`src/rtl/apb_master.sv`:
```
// apb_master: single-channel APB4-subset requester.
// A 2-bit command (00/10 idle, 01 read, 11 write) drives the IDLE -> SETUP -> ACCESS
// sequence. Addresses come from an auto-incrementing counter, and write data is the
// most recently captured read data, so a read followed by a write copies a location
// to the next address.
module apb_master #(
    parameter int                ADDR_W     = 8,
    parameter int                DATA_W     = 8,
    parameter logic [ADDR_W-1:0] START_ADDR = 8'h00
) (
    input  logic              pclk,
    input  logic              presetn,   // synchronous, active-high despite the name
    input  logic [1:0]        add,
    output logic              psel,
    output logic              penable,
    output logic [ADDR_W-1:0] paddr,
    output logic              pwrite,
    output logic [DATA_W-1:0] pwdata,
    input  logic [DATA_W-1:0] prdata,
    input  logic              pready
);

    typedef enum logic [1:0] {
        ST_IDLE   = 2'd0,
        ST_SETUP  = 2'd1,
        ST_ACCESS = 2'd2
    } state_t;

    state_t              r_state;
    logic [ADDR_W-1:0]   r_addr_cnt;
    logic [DATA_W-1:0]   r_data;
    logic                r_psel;
    logic                r_penable;
    logic [ADDR_W-1:0]   r_paddr;
    logic                r_pwrite;
    logic [DATA_W-1:0]   r_pwdata;

    // add[0] distinguishes a real command (01, 11) from idle/reserved (00, 10)
    logic                w_cmd_valid;
    logic                w_done;
    logic [ADDR_W-1:0]   w_cnt_inc;
    logic [DATA_W-1:0]   w_data_done;

    assign w_cmd_valid = add[0];
    assign w_done      = (r_state == ST_ACCESS) && pready;
    assign w_cnt_inc   = r_addr_cnt + 1'b1;
    // At a read completion the freshly returned word is what a back-to-back write must send
    assign w_data_done = r_pwrite ? r_data : prdata;

    // Protocol sequencer with registered APB outputs
    always_ff @(posedge pclk) begin
        if (presetn) begin
            r_state    <= ST_IDLE;
            r_addr_cnt <= START_ADDR;
            r_data     <= '0;
            r_psel     <= 1'b0;
            r_penable  <= 1'b0;
            r_paddr    <= '0;
            r_pwrite   <= 1'b0;
            r_pwdata   <= '0;
        end else begin
            case (r_state)
                ST_IDLE: begin
                    r_psel    <= 1'b0;
                    r_penable <= 1'b0;
                    if (w_cmd_valid) begin
                        r_state  <= ST_SETUP;
                        r_psel   <= 1'b1;
                        r_paddr  <= r_addr_cnt;
                        r_pwrite <= add[1];
                        if (add[1]) begin
                            r_pwdata <= r_data;
                        end
                    end
                end
                ST_SETUP: begin
                    r_state   <= ST_ACCESS;
                    r_penable <= 1'b1;
                end
                ST_ACCESS: begin
                    // pready=0 holds every output; only a completion edge moves on
                    if (w_done) begin
                        r_data     <= w_data_done;
                        r_addr_cnt <= w_cnt_inc;
                        r_penable  <= 1'b0;
                        if (w_cmd_valid) begin
                            r_state  <= ST_SETUP;
                            r_psel   <= 1'b1;
                            r_paddr  <= w_cnt_inc;
                            r_pwrite <= add[1];
                            if (add[1]) begin
                                r_pwdata <= w_data_done;
                            end
                        end else begin
                            r_state <= ST_IDLE;
                            r_psel  <= 1'b0;
                        end
                    end
                end
                default: begin
                    r_state   <= ST_IDLE;
                    r_psel    <= 1'b0;
                    r_penable <= 1'b0;
                end
            endcase
        end
    end

    assign psel    = r_psel;
    assign penable = r_penable;
    assign paddr   = r_paddr;
    assign pwrite  = r_pwrite;
    assign pwdata  = r_pwdata;

endmodule

```
`config.mk`:
```
export PLATFORM = sky130hd
export DESIGN_NAME = apb_master
export DESIGN_NICKNAME = d
export VERILOG_FILES = /design/src/rtl/apb_master.sv
export SDC_FILE = /design/constraint.sdc
export NUM_CORES = 1
export LEC_CHECK = 0
export ABC_AREA = 1
export CORE_ASPECT_RATIO = 0.9
export CORE_MARGIN = 2
export CORE_UTILIZATION = 50
export CTS_CLUSTER_DIAMETER = 40
export DETAILED_ROUTE_END_ITERATION = 8
export HOLD_SLACK_MARGIN = 0.15
export PLACE_DENSITY = 0.81
export SYNTH_ARGS = -nofsm -noshare
export SYNTH_HDL_FRONTEND = slang
export SYNTH_SLANG_ARGS = --single-unit
```
`constraint.sdc`:
```
create_clock -name pclk -period 2.23 [get_ports pclk]
set_input_delay 0.223 -clock pclk [delete_from_list [all_inputs] [get_ports pclk]]
set_output_delay 0.223 -clock pclk [all_outputs]
set_load 0.01 [all_outputs]
```
* Word-level counts from Yosys, hierarchy flattened
Cells that the tools add are included.
** Operators by class
- Div/mod/pow operators :: 0
- Muxes and demuxes :: 23
- Multiply operators :: 0
- Add/sub/neg operators :: 1
- Order comparisons :: 0
- Reductions and logical operators :: 9
- Shift-type cells :: 0
- Bitwise gates (word level) :: 1
- Eq/ne operators :: 7
** Operators with widths (count)
- $mux W8 :: 9
- $pmux W8 S2 :: 2
- $ne A2 B2 Y1 const B :: 5
- $add A8 B1 Y8 const B :: 1
- $reduce_and A2 Y1 :: 4
- $mux W1 :: 6
- $pmux W2 S3 :: 1
- $reduce_and A6 Y1 :: 1
- $mux W2 :: 2
- $pmux W1 S2 :: 2
- $reduce_and A4 Y1 :: 1
- $pmux W1 S3 :: 1
- $eq A2 B1 Y1 const B :: 1
- $eq A2 B2 Y1 const B :: 1
- $logic_not A2 Y1 :: 1
- $reduce_bool A2 Y1 :: 1
- $logic_and A1 B1 Y1 :: 1
- $not A1 Y1 :: 1
** Storage, ports and cells
- RAM bits :: 0
- Bits in read-only memories :: 0
- Memories :: 0
- Bits in latches :: 0
- Register bits :: 37
- Logic and storage cells :: 49
- Input bits :: 13

* Logic depth before layout (Yosys ltp)
- Depth after elaboration :: 5
- Depth in mapped cells :: 8

* Worst setup path after synthesis
No wires, ideal clock.
- Path kind :: register to register
- From :: register r_state[1]
- To :: register r_pwdata[5] (netlist: pwdata[5])
- Period minus slack after synthesis :: 1.189 ns
- Setup slack :: 1.041 ns
- Setup time :: 0.113 ns
- Buffers on the path :: 1
- Stages on the path, launching flop included :: 9
- Arrival time :: 1.076 ns
- Cells stage by stage :: dfxtp_1 > inv_2 > nor2_4 > nand2_2 > nand3_2 > buf_6 > nand2_1 > nand2_1 > nor2_1
** On the way
- Longest elaborated chain between the ends :: 4
- Elaborated cells on any way between the ends :: 11
** RTL lines
- start: declaration :: RTL line 29 : state_t r_state;
- start signal: assignment :: RTL line 53 : r_state <= ST_IDLE;
- start signal: assignment :: RTL line 67 : r_state <= ST_SETUP;
- start signal: assignment :: RTL line 77 : r_state <= ST_ACCESS;
- $eq A2 B2 Y1 :: RTL line 45, 62
- $logic_and A1 B1 Y1 :: RTL line 45 : assign w_done = (r_state == ST_ACCESS) && pready;
- $ne A2 B2 Y1 (no source line)
- $reduce_and A6 Y1 (no source line)
- end signal: assignment :: RTL line 72 : r_pwdata <= r_data;
- end signal: assignment :: RTL line 92 : r_pwdata <= w_data_done;
- end: declaration :: RTL line 36 : logic [DATA_W-1:0] r_pwdata;
Parallel ways exist; a longest one is shown, timed or not.
A chain may end at the register's enable or synchronous reset.

* Final worst setup path
- From :: register r_pwrite (netlist: pwrite)
- To :: output port pwrite
** RTL lines
- start: declaration :: RTL line 35 : logic r_pwrite;
- start signal: assignment :: RTL line 70 : r_pwrite <= add[1];
- start signal: assignment :: RTL line 90 : r_pwrite <= add[1];
- end: declaration :: RTL line 17 : output logic pwrite,
No word-level cell between the ends.

==> metrics.txt <==
outcome=finished clean; HP Class=flip-flop to flip-flop; endpoint type of the worst setup path=output pin; Overflow after GRT=0; Seq cells post-synth=37; non-filler instance count after layout=between 300 and 400; Logic pwr share=0.149; crit-path cells=clkdlybuf4s50_1; total CTS buffers=5; WL/cell=around 11 µm; net count after synthesis=between 200 and 300; clk slew on worst S/H paths=~80 ps; via count=1,730; Pwr per Cell Area=approximately 670 nW/µm²; RSZ-0062 raised after global routing=no; antenna fix cells=0; via/cell ratio=4.846; Worst EP arrival=around 1600 ps; first-pass GRT wire length=between 6 and 7 mm; CP top delay family=flip-flops; Setup crit start=pwrite$_SDFFE_PP0P_; Post-CTS Setup Repair Bufs=0; Avg Synthesized Cell Area=about 6.4 µm²; GPL Wtd Cong=around 0.80; Cell variety after synth=18; Post-CTS Resized=0; LEAKAGE=between 0.9 and 1 nW; PortBufs=31; min Tclk post-route=between 1500 and 2000 ps; clock sinks=37; Worst Skew=approximately 9.2 ps; utilization after layout=0.6547; DP HPWL=approximately 2.7 mm; area delta synth->final=23.98%; Die Area=slightly above 4000 µm²; Reg2Reg Capture Point=r_addr_cnt[3]$_SDFFE_PP0P_; worst path buffer plus inverter count=1; reg-to-reg setup timing slack=680 ps; CP max FO=18; dpl ws=593.4 ps; Die Y=approximately 61 µm; Critical Path Source Type=flip-flop; Total Routing Usage GR=0.2146; largest stage delay on the critical path=roughly 640 ps; initial core utilization=0.5281; Root Buffer=clkbuf_8; Final period util=0.8019; H-tree depth=2; DRC errors left=0; initial antenna violation count=0; post-route ant nets=0; Req. time, crit path=around 2000 ps; Worst Tran Pin Value=~500 ps; nets=approximately 330; die span in x=around 67 µm; post-synthesis cell count=282; Placed Instance Area=roughly 2100 µm²; Worst Hold Depth=2; Post-Syn Area=between 1500 and 2000 µm²; Core Area=~3400 µm²; # IOs=32; Cell Count Post-Placement=350; Clk pwr share=0.372; max_cap viols=0; hold path startpoint=r_data[6]$_SDFFE_PP0P_; upper clock frequency limit=0.5592 GHz; DRT Pass-1 Iters=4; Hold Vio Cnt, Final=0; Detailed Route WL=3.930 mm; Clock Path Buffers=2; row count=20; Sw Ratio=0.2523; part of the power in registers=0.479; hold_buf cts=0; crit path kind=flip-flop to output pin; Worst Hold Endpoint=r_data[6]$_SDFFE_PP0P_; Detailed Route Iter0 Violations=98; slowest cell on the critical path=dfxtp_1; pin count of the biggest net entering global routing=25; share of layout cells above drive strength 1=0.06070; CTS tree=yes; Clock Latency Late Sink=~290 ps; Final Max Tran Viols=0; sequential area share after synthesis=0.4091; max_slew headroom=0.6668; RR Startpoint=r_state[0]$_SDFFE_PP0P_; Sw Pwr=around 380 µW; Final TNS setup=0 ps; Power Internal=~1.1 mW; post-route cell area=between 2000 and 2500 µm²; final worst slack=441.8 ps; vias in the first global route=approximately 1,500; Final setup viols=0; cell depth of the worst flop-to-flop path=7; VDD IR max=between 0.4 and 0.5 mV; yosys warns=0
## cells in the final DEF (no fill, tap or decap), types with 2 or more instances in the layout
cell type	synthesis	layout
a21oi_1	27	27
buf_4	0	3
clkbuf_8	0	5
clkdlybuf4s50_1	0	31
dfxtp_1	37	37
inv_1	39	39
inv_2	3	3
nand2_1	88	88
nand2_2	2	2
nand3_1	7	7
nor2_1	34	34
nor2_4	2	2
nor3_1	2	2
o21ai_0	26	26
xor2_1	2	2
## logic make-up (layout without fill, tap and decap cells)
group | count (synthesis) | count (layout) | synth area share
AO/OA/AOI/OAI | 53 | 53 | 0.1465
flip-flops | 37 | 37 | 0.4091
XOR/XNOR | 2 | 2 | 0.009677
buffers and inverters | 52 | 83 | 0.1189
adder cells (fa/ha/maj) | 1 | 1 | 0.006910
AND/OR/NAND/NOR | 137 | 137 | 0.3089
## worst max-delay path by stage
stage	endpoint	cells past startpoint
6_report	pwrite	1
3_3_place_gp	pwdata[2]$_SDFFE_PP0P_	7
4_1_cts	pwrite	1
5_1_grt	pwrite	1
2_1_floorplan	pwdata[5]$_SDFFE_PP0P_	8
3_5_place_dp	pwdata[2]$_SDFFE_PP0P_	7
## metrics by stage
step / total power, mW / hold WS, ps
6_report: 1.506 / 466.0
5_1_grt: 1.573 / 492.3
2_1_floorplan: 0.8686 / 367.6
4_1_cts: 1.512 / 465.7
3_3_place_gp: 0.9544 / 451.6
3_5_place_dp: 0.9604 / 454.4
## power groups by stage
stage	Sequential [mW]	Combinational, mW	Clock (mW)
4_1_cts	0.722	0.226	0.565
3_5_place_dp	0.737	0.223	0
5_1_grt	0.727	0.254	0.593
2_1_floorplan	0.743	0.126	0
3_3_place_gp	0.735	0.219	0
6_report	0.722	0.225	0.560
## routing by layer
| metal | vias to the layer above | global-route usage | wire [µm] |
|---|---|---|---|
| li1 | 922 | - | - |
| met1 | 754 | 0.2895 | 1825 |
| met2 | 48 | 0.3380 | 1808 |
| met3 | 6 | 0.04936 | 249 |
| met4 | 0 | 0.08455 | 46 |
| met5 | - | 0 | 0 |
## cells in the mapped netlist
cell / count / area share
a21oi_1: 27 / 0.075
buf_2: 4 / 0.011
buf_6: 2 / 0.012
clkbuf_1: 4 / 0.0083
dfxtp_1: 37 / 0.41
ha_1: 1 / 0.0069
inv_1: 39 / 0.081
inv_2: 3 / 0.0062
nand2_1: 88 / 0.18
nand2_2: 2 / 0.0069
nand2_4: 1 / 0.0062
nand3_1: 7 / 0.019
nand3_2: 1 / 0.0055
nor2_1: 34 / 0.070
nor2_4: 2 / 0.012
nor3_1: 2 / 0.0055
o21ai_0: 26 / 0.072
xor2_1: 2 / 0.0097
## cell type report
cell class | instances | area [µm²]
Timing Repair Buffer | 34 | 332.8
Clock buffer | 5 | 68.82
Tap cell | 44 | 55.05
Sequential cell | 37 | 740.7
Fill cell | 304 | 1184
Clock inverter | 2 | 35.03
Inverter | 42 | 157.7
Multi-Input combinational cell | 193 | 854.6
## flip-flops by register name, summed over array words and instances (netlist names)
name	count
pwdata	8
psel	1
r_state	2
paddr	8
pwrite	1
r_data	8
r_addr_cnt	8
penable	1
## worst min-delay path, stage by stage, from the launching register on
cell	delay [ps]
dfxtp_1	310
inv_1	60
a21oi_1	50
(Power assumes the default switching activity.)
